### src/rtl/vga_scanout_6bit.sv
// vga_scanout_6bit: read side of the 640x480 video memory.
// Walks a free-running VGA raster, fetches one 6-bit pixel per visible
// position through the videoMem read port, and drives registered sync,
// blank and colour outputs. It also reports frame and vertical-blank
// status so that redraws can be scheduled during vertical blank.
//
// Ports:
//   clk         system clock
//   rst         synchronous, active-high reset
//   pix_en      pixel-rate strobe; raster state advances only when it is high
//   raddr       videoMem read address (registered)
//   rdata       videoMem read data, valid one clk after raddr
//   test_en     colour-bar override (only with SCANOUT_TESTPAT_EN)
//   hsync       active-low horizontal sync
//   vsync       active-low vertical sync
//   blank_n     high during visible pixels
//   vga_r/g/b   2-bit colour channels; pixel bits [5:4]=R, [3:2]=G, [1:0]=B
//   frame_start high in the clk whose pix_en edge wraps the raster to (0,0)
//   vblank      high while the line counter is >= V_VIS
//
// Optional feature macro: SCANOUT_TESTPAT_EN (adds test_en and colour bars).
module vga_scanout_6bit #(
    parameter int unsigned H_VIS  = 640,
    parameter int unsigned H_FP   = 16,
    parameter int unsigned H_SYNC = 96,
    parameter int unsigned H_BP   = 48,
    parameter int unsigned V_VIS  = 480,
    parameter int unsigned V_FP   = 10,
    parameter int unsigned V_SYNC = 2,
    parameter int unsigned V_BP   = 33
) (
    input  logic        clk,
    input  logic        rst,
    input  logic        pix_en,
    output logic [18:0] raddr,
    input  logic [5:0]  rdata,
`ifdef SCANOUT_TESTPAT_EN
    input  logic        test_en,
`endif
    output logic        hsync,
    output logic        vsync,
    output logic        blank_n,
    output logic [1:0]  vga_r,
    output logic [1:0]  vga_g,
    output logic [1:0]  vga_b,
    output logic        frame_start,
    output logic        vblank
);

    localparam int unsigned CW           = 10;
    localparam int unsigned AW           = 19;
    localparam int unsigned H_TOTAL      = H_VIS + H_FP + H_SYNC + H_BP;
    localparam int unsigned V_TOTAL      = V_VIS + V_FP + V_SYNC + V_BP;
    localparam int unsigned H_SYNC_START = H_VIS + H_FP;
    localparam int unsigned H_SYNC_STOP  = H_SYNC_START + H_SYNC;
    localparam int unsigned V_SYNC_START = V_VIS + V_FP;
    localparam int unsigned V_SYNC_STOP  = V_SYNC_START + V_SYNC;

    logic [CW-1:0] hcnt;
    logic [CW-1:0] vcnt;
    logic          h_end;
    logic          v_end;
    logic          visible;
    logic          last_visible;
    logic          hsync_raw;
    logic          vsync_raw;
    logic [5:0]    pix_src;

    // Raster position decode
    assign h_end        = (hcnt == CW'(H_TOTAL - 1));
    assign v_end        = (vcnt == CW'(V_TOTAL - 1));
    assign visible      = (hcnt < CW'(H_VIS)) && (vcnt < CW'(V_VIS));
    assign last_visible = (hcnt == CW'(H_VIS - 1)) && (vcnt == CW'(V_VIS - 1));
    assign hsync_raw    = !((hcnt >= CW'(H_SYNC_START)) && (hcnt < CW'(H_SYNC_STOP)));
    assign vsync_raw    = !((vcnt >= CW'(V_SYNC_START)) && (vcnt < CW'(V_SYNC_STOP)));

    // Status: decoded straight from the counters, so aligned to the raster
    // position rather than to the delayed output stage.
    assign frame_start  = pix_en && !rst && h_end && v_end;
    assign vblank       = (vcnt >= CW'(V_VIS));

`ifdef SCANOUT_TESTPAT_EN
    // Eight equal-width bars across the visible line; bar index k maps to
    // {k2,k2,k1,k1,k0,k0} so each bar is a saturated primary/secondary.
    logic [2:0] bar;
    assign bar     = 3'(hcnt / CW'(H_VIS / 8));
    assign pix_src = test_en ? {bar[2], bar[2], bar[1], bar[1], bar[0], bar[0]} : rdata;
`else
    assign pix_src = rdata;
`endif

    // Raster counters
    always_ff @(posedge clk) begin
        if (rst) begin
            hcnt <= '0;
            vcnt <= '0;
        end else if (pix_en) begin
            hcnt <= h_end ? '0 : hcnt + CW'(1);
            if (h_end) begin
                vcnt <= v_end ? '0 : vcnt + CW'(1);
            end
        end
    end

    // Read address: tracks vcnt*H_VIS+hcnt while visible, holds in blanking
    always_ff @(posedge clk) begin
        if (rst) begin
            raddr <= '0;
        end else if (pix_en && visible) begin
            raddr <= last_visible ? '0 : raddr + AW'(1);
        end
    end

    // Output stage: one pix_en behind the counters; colour gated by visibility
    always_ff @(posedge clk) begin
        if (rst) begin
            hsync   <= 1'b1;
            vsync   <= 1'b1;
            blank_n <= 1'b0;
            vga_r   <= '0;
            vga_g   <= '0;
            vga_b   <= '0;
        end else if (pix_en) begin
            hsync   <= hsync_raw;
            vsync   <= vsync_raw;
            blank_n <= visible;
            {vga_r, vga_g, vga_b} <= visible ? pix_src : 6'd0;
        end
    end

endmodule

### config.mk
export PLATFORM = sky130hd
export DESIGN_NAME = vga_scanout_6bit
export DESIGN_NICKNAME = d
export VERILOG_FILES = /design/src/rtl/vga_scanout_6bit.sv
export SDC_FILE = /design/constraint.sdc
export NUM_CORES = 1
export LEC_CHECK = 0
export ABC_CLOCK_PERIOD_IN_PS = 2800
export BUFFER_PORTS_ARGS = -buffer_cell sky130_fd_sc_hd__buf_2
export CELL_PAD_IN_SITES_DETAIL_PLACEMENT = 0
export CELL_PAD_IN_SITES_GLOBAL_PLACEMENT = 1
export CORE_ASPECT_RATIO = 0.6
export CORE_MARGIN = 10
export CORE_UTILIZATION = 42
export CTS_BUF_LIST = sky130_fd_sc_hd__clkbuf_16
export DETAILED_ROUTE_END_ITERATION = 8
export GPL_TIMING_DRIVEN = 0
export MAX_ROUTING_LAYER = met4
export PLACE_DENSITY_LB_ADDON = 0.25
export SETUP_SLACK_MARGIN = 0.02
export SYNTH_ARGS = -nofsm -noshare
export SYNTH_HDL_FRONTEND = slang
export SYNTH_SLANG_ARGS = --single-unit
### constraint.sdc
create_clock -name clk -period 2.8 [get_ports clk]
set_clock_uncertainty 0.1 [all_clocks]
set_input_delay 0.28 -clock clk [delete_from_list [all_inputs] [get_ports clk]]
set_output_delay 0.28 -clock clk [all_outputs]
set_load 0.02 [all_outputs]
==> impl_metrics.py, run 1 <==
metrics = {
    "sta": {
        "period_share_pct": 91.62,
        "hold_viol_final": 0,
        "hold_slack_ns": 0.1173,
        "worst_pin_slew_ns": 0.7412,
        "maxSlewViolCount": 0,
        "setup_viol": 0,
        "period_minus_slack_ns": 2.565,
        "max_freq_mhz": 389.8,
        "rsz0062_at_grt": "false",
        "fin_setup_tns_ns": 0,
        "slew_headroom_pct": 50.49,
    },
    "clock_network": {
        "cts_tree": "built",
        "path_clk_slew_ns": 0.07,
        "cts_sinks": 48,
        "clockBufferDepth": 2,
        "cts_inserted_buffers": 5,
        "h-tree-depth": 2,
        "cts_root_buf": "clkbuf_16",
        "cts_setup_buffers": 0,
        "insertion_delay_ns": 0.29,
    },
    "detailed_routing": {
        "drc": 0,
        "drt_pass1_iterations": 4,
        "ant_nets": 0,
        "totalWireLength_um": 6192,
        "post_drt_wl_per_cell_um": 14.99,
        "via_per_inst": 5.276,
        "first_iter_violations": 101,
        "via_count": 2179,
    },
    "global_route": {
        "antenna_found_initial": 0,
        "grt_pass1_vias": 2012,
        "grt_pass1_wl_um": 10460,
        "overflow": 0,
        "grt_max_degree": 16,
        "grt_usage_pct": 13.62,
    },
    "cells_and_area": {
        "final_nets": 347,
        "layout_common_cells": "dfxtp_1, nor2_1, buf_2, nand2_1, a21oi_1",
        "antennaDiodeCount": 0,
        "final_core_util_pct": 51.56,
        "area_growth_syn_to_layout_pct": 17.64,
        "layout_commonest_cell": "dfxtp_1",
        "drive_gt1_share_pct": 20.42,
        "fillCellCount": 570,
        "multi_input_area_um2": 1426,
        "fin_cells": 413,
        "ff_latch_area_um2": 960.9,
    },
    "placed_design": {
        "numPortBuffers": 38,
        "dpl.hpwl_um": 4550,
        "gp_congestion": 0.8311,
        "dp_cells": 405,
    },
    "logic_synthesis": {
        "syn_avg_cell_area_um2": 8.628,
        "synth_nets": 302,
        "post-synth-top-area-fraction_pct": 38.81,
        "syn-instance-count": 287,
        "ys_ff_latch": 48,
        "syn_area_um2": 2476,
        "synth-seq-area-share_pct": 38.81,
        "synth.distinct_cells": 49,
        "synth_area_leaders": "dfxtp_1, nor2_1, nand4_1",
        "yosys_warnings": 0,
        "synth.largest_area_cell": "dfxtp_1",
    },
    "critical_path": {
        "end_kind": "output port",
        "crit_path_start_kind": "register",
        "required_ns": 2.42,
        "crit_fanout": 10,
        "cp_data_arrival_time_ns": 2.19,
        "criticalPathCategory": "reg2out",
    },
    "run": {
        "maxCapViolCount": 0,
    },
    "floorplanning": {
        "fp.dieH_um": 79.48,
        "core_area_um2": 5649,
        "io_pins": 39,
        "start_util_pct": 43.83,
        "die-width_um": 119.1,
        "dieArea_um2": 9467,
        "rows": 21,
    },
    "status": {
        "status": "finished, final reports clean",
    },
    "power": {
        "powerDensity_nw_per_um2": 475.5,
        "vdd_drop_max_mv": 0.2678,
        "p_leak_uw": 0.001128,
    },
    "min_path": {
        "hold_class": "in2reg",
    },
}
## registers in the layout (all words and copies together), names as in the netlist
name     cells
vga_g        2
vga_b        2
raddr       19
hsync        1
vga_r        2
vsync        1
hcnt        10
vcnt        10
blank_n      1
## worst max-delay path, cell delays in order (launching register included)
cell	delay, ns
dfxtp_1	0.43
ha_1	0.26
and4_1	0.32
and4_1	0.23
clkbuf_4	0.21
nor4b_1	0.24
buf_2	0.22
## cell families (layout without fill, tap and decap cells)
| kind of cell | Yosys count | after routing | share of synthesized area [%] |
|---|---|---|---|
| compound gates | 39 | 39 | 9.905 |
| flops | 48 | 48 | 38.81 |
| buf+inv | 22 | 68 | 3.587 |
| xor+xnor | 23 | 23 | 8.135 |
| mux | 8 | 8 | 3.285 |
| fa+ha+maj | 6 | 6 | 3.032 |
| simple gates | 141 | 141 | 33.25 |
## final cells by class
type | count | area share (%)
Buffer | 14 | 2.105
Clock buffer | 5 | 4.296
Clock inverter | 3 | 0.6443
Inverter | 8 | 1.031
Multi-Input combinational cell | 217 | 48.97
Sequential cell | 48 | 32.99
Tap cell | 80 | 3.436
Timing Repair Buffer | 38 | 6.529
## final timing paths
check / cells after the start / end / start / slack [ns]
hold reg to reg: 2 / blank_n / blank_n / 0.39
setup / recovery: 6 / frame_start / hcnt[1] / 0.23
hold / removal: 3 / vga_r[0] / rdata[4] / 0.12
setup reg to reg: 6 / raddr[6] / vcnt[1] / 0.52
## layer usage
layer	up-vias	track usage (%)	share of wire [%]
met5	-	-	0
met3	7	3.249	5.8
met1	1019	19.98	54
met2	53	17.82	39
li1	1100	-	-
met4	0	3.277	0.99
## cells in the mapped netlist, drive strengths merged
master,number
nand2,18
nand4,18
and3,6
o21ai,8
dfxtp,48
and4,4
o22ai,1
or3,2
or4b,2
nor2b,6
or2,2
nor4,4
o211ai,1
a21o,4
nand3,12
nor4b,4
inv,8
mux2i,7
nand2b,4
nor2,45
clkbuf,8
or4,1
a21oi,19
ha,6
a211oi,2
nor3,5
a2bb2oi,1
nand4bb,2
buf,6
and2,2
nand4b,3
mux2,1
nand3b,1
a41oi,1
xnor2,11
xor2,12
a22o,2
## through the flow
step,power (uW),setup WS (ns),area (um^2)
floorplan,775.3,0.4554,2476
global placement,806.9,0.5034,2766
detailed placement,808.9,0.5212,2766
CTS,1400,0.1981,2910
global route,1434,0.04865,2913
finish,1385,0.2346,2913
## power by group
group	internal, uW	switching, uW	total, uW	leakage, uW
sequential	694	10.6	705	0.000389
clock	329	262	592	0.0000736
combinational	31.9	56.8	88.8	0.000665
total	1060	330	1390	0.00113
## repair_timing
item	4_1_cts	5_1_grt
hold buffers	0	0
setup endpoints to repair	0	1
endpoints found under the hold margin	0	0
gates resized for setup	0	1
Note: power is estimated with default switching activity, not from simulation.
==> run 2: changes to the inputs <==
CORE_UTILIZATION = 44   (was 42)
CTS_BUF_LIST = sky130_fd_sc_hd__clkbuf_2   (was sky130_fd_sc_hd__clkbuf_16)
==> run 2 against run 1 <==
  * Sequential share of layout area grew 0.43 points
  * Final cell count shrank 1.2%
  * Sequential power is essentially flat
  * Flip-flop and latch count is the same
  * Die area shrank 3.6%
  * Design area shrank 0.52%
  * Clock power shrank 35%
  * Non-clock buffer count grew 6
  * Clock-buffer cell count grew 1
==> impl_metrics.py, run 2 (synthesized netlist as in run 1, its figures left out) <==
metrics = {
    "power": {
        "p_leak_uw": 0.001123,
        "vdd_drop_max_mv": 0.2563,
        "p_int_uw": 887.8,
        "p_sw_uw": 298.6,
        "powerDensity_nw_per_um2": 409.4,
        "sw_frac_of_total_pct": 25.17,
        "power_frac_seq_pct": 59.6,
        "combPwrFrac_pct": 8.0,
        "clkPwrFrac_pct": 32.4,
    },
    "sta": {
        "maxSlewViolCount": 0,
        "rsz0062_at_grt": "false",
        "fin_setup_tns_ns": 0,
        "hold_viol_final": 0,
        "period_minus_slack_ns": 2.619,
        "period_share_pct": 93.55,
        "slew_headroom_pct": 50.18,
        "setup_viol": 0,
        "worst_pin_slew_ns": 0.7460,
        "max_freq_mhz": 381.8,
    },
    "detailed_routing": {
        "totalWireLength_um": 6175,
        "via_per_inst": 5.370,
        "drc": 0,
        "post_drt_wl_per_cell_um": 15.13,
        "first_iter_violations": 107,
        "drt_pass1_iterations": 4,
        "via_count": 2191,
        "ant_nets": 0,
    },
    "cells_and_area": {
        "area_growth_syn_to_layout_pct": 17.03,
        "stdcell_area_um2": 2898,
        "antennaDiodeCount": 0,
        "final_core_util_pct": 52.52,
        "fin_cells": 408,
        "fillCellCount": 539,
        "layout_commonest_cell": "dfxtp_1",
        "layout_common_cells": "dfxtp_1, nor2_1, buf_2, nand2_1, a21oi_1",
        "largest_register_ffs": 19,
        "top_regs": "raddr x19, hcnt x10, vcnt x10",
        "regMostFlops": "raddr",
        "final_nets": 353,
        "drive_gt1_share_pct": 21.53,
    },
    "placed_design": {
        "place_area_um2": 2753,
        "gp_congestion": 0.8405,
        "dp_cells": 394,
        "dpl.hpwl_um": 4544,
        "numPortBuffers": 38,
    },
    "critical_path": {
        "cp-endpoint": "frame_start",
        "crit_family": "simple AND/OR/NAND/NOR gates",
        "cp_data_arrival_time_ns": 2.24,
        "crit_path_start_kind": "register",
        "r2r_cells": 6,
        "required_ns": 2.42,
        "crit_fanout": 10,
        "critPathSlowestCell": "dfxtp_4",
        "rr_startpoint": "vcnt[1]",
        "crit_start": "hcnt[0]",
        "critical_path_depth": 6,
        "crit_buf_inv": 2,
        "criticalPathCategory": "reg2out",
        "path_cells": "ha_2, and4_2, and4_1, clkbuf_4, nor4b_1, buf_2",
        "r2r-end": "raddr[8]",
        "critPathMaxStageDelay_ns": 0.44,
        "r2r_setup_slack_ns": 0.56,
        "end_kind": "output port",
    },
    "floorplanning": {
        "core_area_um2": 5518,
        "fp.dieH_um": 78.11,
        "start_util_pct": 44.88,
        "rows": 21,
        "io_pins": 39,
        "die-width_um": 116.8,
        "dieArea_um2": 9127,
    },
    "global_route": {
        "grt_pass1_wl_um": 10290,
        "antenna_found_initial": 0,
        "grt_usage_pct": 13.96,
        "grt_pass1_vias": 2027,
        "grt_max_degree": 15,
        "overflow": 0,
    },
    "clock_network": {
        "cts_tree": "built",
        "cts_sinks": 48,
        "cts_root_buf": "clkbuf_2",
        "cts_inserted_buffers": 5,
        "clockBufferDepth": 2,
        "h-tree-depth": 2,
        "path_clk_slew_ns": 0.25,
        "insertion_delay_ns": 0.43,
    },
    "min_path": {
        "hold_class": "in2reg",
    },
    "run": {
        "maxCapViolCount": 0,
    },
    "status": {
        "status": "finished, final reports clean",
    },
}
## run 2: worst min-delay path, cell delays in order
cell,delay [ns]
buf_2,0.15
a211oi_2,0.13
nand2_1,0.09
mux2i_1,0.06
## run 2: area by class of cell
| class | instances | area [um^2] | share of cell area [%] |
|---|---|---|---|
| Multi-Input combinational cell | 217 | 1436 | 49.57 |
| Sequential cell | 48 | 968.4 | 33.42 |
| Timing Repair Buffer | 44 | 250.2 | 8.636 |
| Tap cell | 69 | 86.33 | 2.979 |
| Buffer | 14 | 61.31 | 2.116 |
| Clock inverter | 2 | 35.03 | 1.209 |
| Clock buffer | 6 | 30.03 | 1.036 |
| Inverter | 8 | 30.03 | 1.036 |
## run 2: worst min path at each step
stage | start | endpoint | slack [ns] | depth (start not counted)
after floorplan | rdata[0] | vga_b[0] | 0.32 | 2
after global placement | vsync | vsync | 0.36 | 2
after detailed placement | vsync | vsync | 0.37 | 2
after CTS | rst | raddr[2] | 0.17 | 4
after global routing | rst | raddr[3] | 0.18 | 4
final | rst | raddr[3] | 0.19 | 4
## run 2: power by group through the flow
stage / registers, uW / clock network [uW] / logic, uW
final: 708 / 384 / 94.5
after global routing: 711 / 418 / 105
after CTS: 708 / 397 / 94.7
after detailed placement: 720 / 0 / 87.7
after global placement: 719 / 0 / 87.1
after floorplan: 728 / 0 / 47.4
## run 2: repair_timing
item	4_1_cts	5_1_grt
endpoints found under the hold margin	6	0
setup endpoints to repair	1	1
setup buffers	0	0
hold buffers	6	0
gates resized for setup	2	6
## run 2: layer usage
metal  vias to the layer above  GRT usage (%)  wire length, um
li1                       1116              -                -
met1                      1023          20.69             3292
met2                        48          18.63             2429
met3                         4          3.189              416
met4                         0          2.580               36
met5                         -              -                0
## run 2: metrics by stage
step	total power, uW	setup slack [ns]	hold slack [ns]
floorplan	775.3	0.4554	0.3192
global placement	806.5	0.5199	0.3636
detailed placement	807.8	0.5061	0.3665
CTS	1200	0.07411	0.1710
global route	1234	0.02214	0.1836
finish	1186	0.1805	0.1911
==> run 3: changes to the inputs <==
CTS_BUF_LIST = sky130_fd_sc_hd__clkbuf_4 sky130_fd_sc_hd__clkbuf_8   (was sky130_fd_sc_hd__clkbuf_2)
==> run 3 against run 2 <==
  * Sequential power decreased by 0.6%
  * Register-to-register slack about the same
  * Critical path depth unchanged
  * Via count decreased by 1.7%
  * Die area unchanged
  * Global-route usage decreased by 0.24 points
  * Worst setup slack improved by 0.027 ns
  * Routed wire length decreased by 1.6%
  * Clock-buffer cell count unchanged
  * Fmax increased by 1.0%
  * Final cell count decreased by 1.5%
  * Non-clock buffer count decreased by 6
  * Critical endpoint unchanged
  * Largest cell class unchanged
==> impl_metrics.py, run 3 (synthesized netlist as in run 1, its figures left out) <==
metrics = {
    "status": {
        "status": "finished, final reports clean",
    },
    "detailed_routing": {
        "first_iter_violations": 106,
        "via_per_inst": 5.358,
        "ant_nets": 0,
        "drc": 0,
        "post_drt_wl_per_cell_um": 15.12,
        "drt_pass1_iterations": 4,
        "via_count": 2154,
        "totalWireLength_um": 6079,
    },
    "cells_and_area": {
        "drive_gt1_share_pct": 20.42,
        "antennaDiodeCount": 0,
        "layout_commonest_cell": "dfxtp_1",
        "fin_cells": 402,
        "final_core_util_pct": 51.90,
        "top_regs": "raddr x19, hcnt x10, vcnt x10",
        "stdcell_area_um2": 2864,
        "regMostFlops": "raddr",
        "largest_register_ffs": 19,
        "area_growth_syn_to_layout_pct": 15.66,
        "final_nets": 347,
        "layout_common_cells": "dfxtp_1, buf_2, nor2_1, nand2_1, a21oi_1",
    },
    "floorplanning": {
        "fp.dieH_um": 78.11,
        "dieArea_um2": 9127,
        "die-width_um": 116.8,
        "core_area_um2": 5518,
        "start_util_pct": 44.88,
        "io_pins": 39,
        "rows": 21,
    },
    "sta": {
        "maxSlewViolCount": 0,
        "max_freq_mhz": 385.7,
        "hold_viol_final": 0,
        "period_share_pct": 92.60,
        "setup_viol": 0,
        "worst_pin_slew_ns": 0.7100,
        "rsz0062_at_grt": "false",
        "fin_setup_tns_ns": 0,
        "period_minus_slack_ns": 2.593,
        "slew_headroom_pct": 52.58,
    },
    "clock_network": {
        "cts_resized": 0,
        "cts_root_buf": "clkbuf_8",
        "cts_setup_buffers": 0,
        "clockBufferDepth": 2,
        "cts_hold_buf": 0,
        "path_clk_slew_ns": 0.09,
        "h-tree-depth": 2,
        "insertion_delay_ns": 0.30,
        "cts_tree": "built",
        "cts_inserted_buffers": 5,
        "cts_sinks": 48,
    },
    "power": {
        "vdd_drop_max_mv": 0.2494,
        "p_leak_uw": 0.001113,
        "powerDensity_nw_per_um2": 455.6,
    },
    "global_route": {
        "overflow": 0,
        "grt_pass1_vias": 2002,
        "grt_max_degree": 15,
        "grt_usage_pct": 13.72,
        "antenna_found_initial": 0,
        "grt_pass1_wl_um": 10140,
    },
    "critical_path": {
        "cp_data_arrival_time_ns": 2.21,
        "crit_path_start_kind": "register",
        "rr_startpoint": "vcnt[1]",
        "required_ns": 2.42,
        "r2r-end": "raddr[8]",
        "crit_family": "simple AND/OR/NAND/NOR gates",
        "crit_fanout": 10,
        "crit_buf_inv": 2,
        "critPathMaxStageDelay_ns": 0.44,
        "r2r_cells": 6,
        "critPathSlowestCell": "dfxtp_1",
        "criticalPathCategory": "reg2out",
        "crit_start": "hcnt[0]",
        "end_kind": "output port",
        "r2r_setup_slack_ns": 0.56,
        "path_cells": "ha_1, and4_1, and4_1, buf_2, nor4b_1, buf_2",
    },
    "placed_design": {
        "dpl.hpwl_um": 4544,
        "place_area_um2": 2753,
        "numPortBuffers": 38,
        "dp_cells": 394,
        "gp_congestion": 0.8405,
    },
    "min_path": {
        "hold_path_end": "vga_b[0]",
        "hold_path_depth": 3,
        "hp-start": "rdata[0]",
        "hold_class": "in2reg",
    },
    "run": {
        "maxCapViolCount": 0,
    },
}
run 3: cell count changes in the layout (fill, tap and decap cells not counted), sizes merged:
cell	delta
dlygate4sd3	-6
clkbuf	-1
buf	+1
run 3: final cells by class:
type | instances | area (um^2)
fill | 539 | 2654
multi-input combinational | 217 | 1426
sequential | 48 | 960.9
timing repair buffer | 38 | 190.2
tap | 69 | 86.33
clock buffer | 6 | 76.32
buffer | 14 | 58.81
clock inverter | 2 | 35.03
inverter | 8 | 30.03
run 3: how the worst max path moves through the flow:
stage	endpoint	slack, ns	cells past startpoint
finish	frame_start	0.21	6
global route	frame_start	0.03	6
detailed placement	raddr[7]	0.51	6
floorplan	frame_start	0.46	5
CTS	frame_start	0.20	6
global placement	raddr[7]	0.52	6
run 3: metrics by stage:
stage | hold WS, ns | setup WS [ns] | total power [uW]
global placement | 0.3636 | 0.5199 | 806.5
finish | 0.1057 | 0.2072 | 1305
CTS | 0.1035 | 0.2017 | 1319
floorplan | 0.3192 | 0.4554 | 775.3
global route | 0.1004 | 0.02673 | 1354
detailed placement | 0.3665 | 0.5061 | 807.8
run 3: worst min-delay path, stage by stage:
cell and delay [ns]:
buf_2 0.07, a21oi_1 0.05, nor2_1 0.07
run 3: per-layer routing:
metal	vias to the layer above	part of all wire [%]	track usage, %
met5	-	0	-
met4	0	0.36	1.843
met3	2	7.3	3.493
met1	1000	53	20.24
li1	1101	-	-
met2	51	39	18.47
run 3: where the power goes:
| part | switching [uW] | total, uW | leakage [uW] | internal, uW |
|---|---|---|---|---|
| Sequential | 10.6 | 704 | 0.000389 | 693 |
| Combinational | 55.7 | 87.6 | 0.000666 | 31.9 |
| Clock | 238 | 513 | 0.0000586 | 275 |
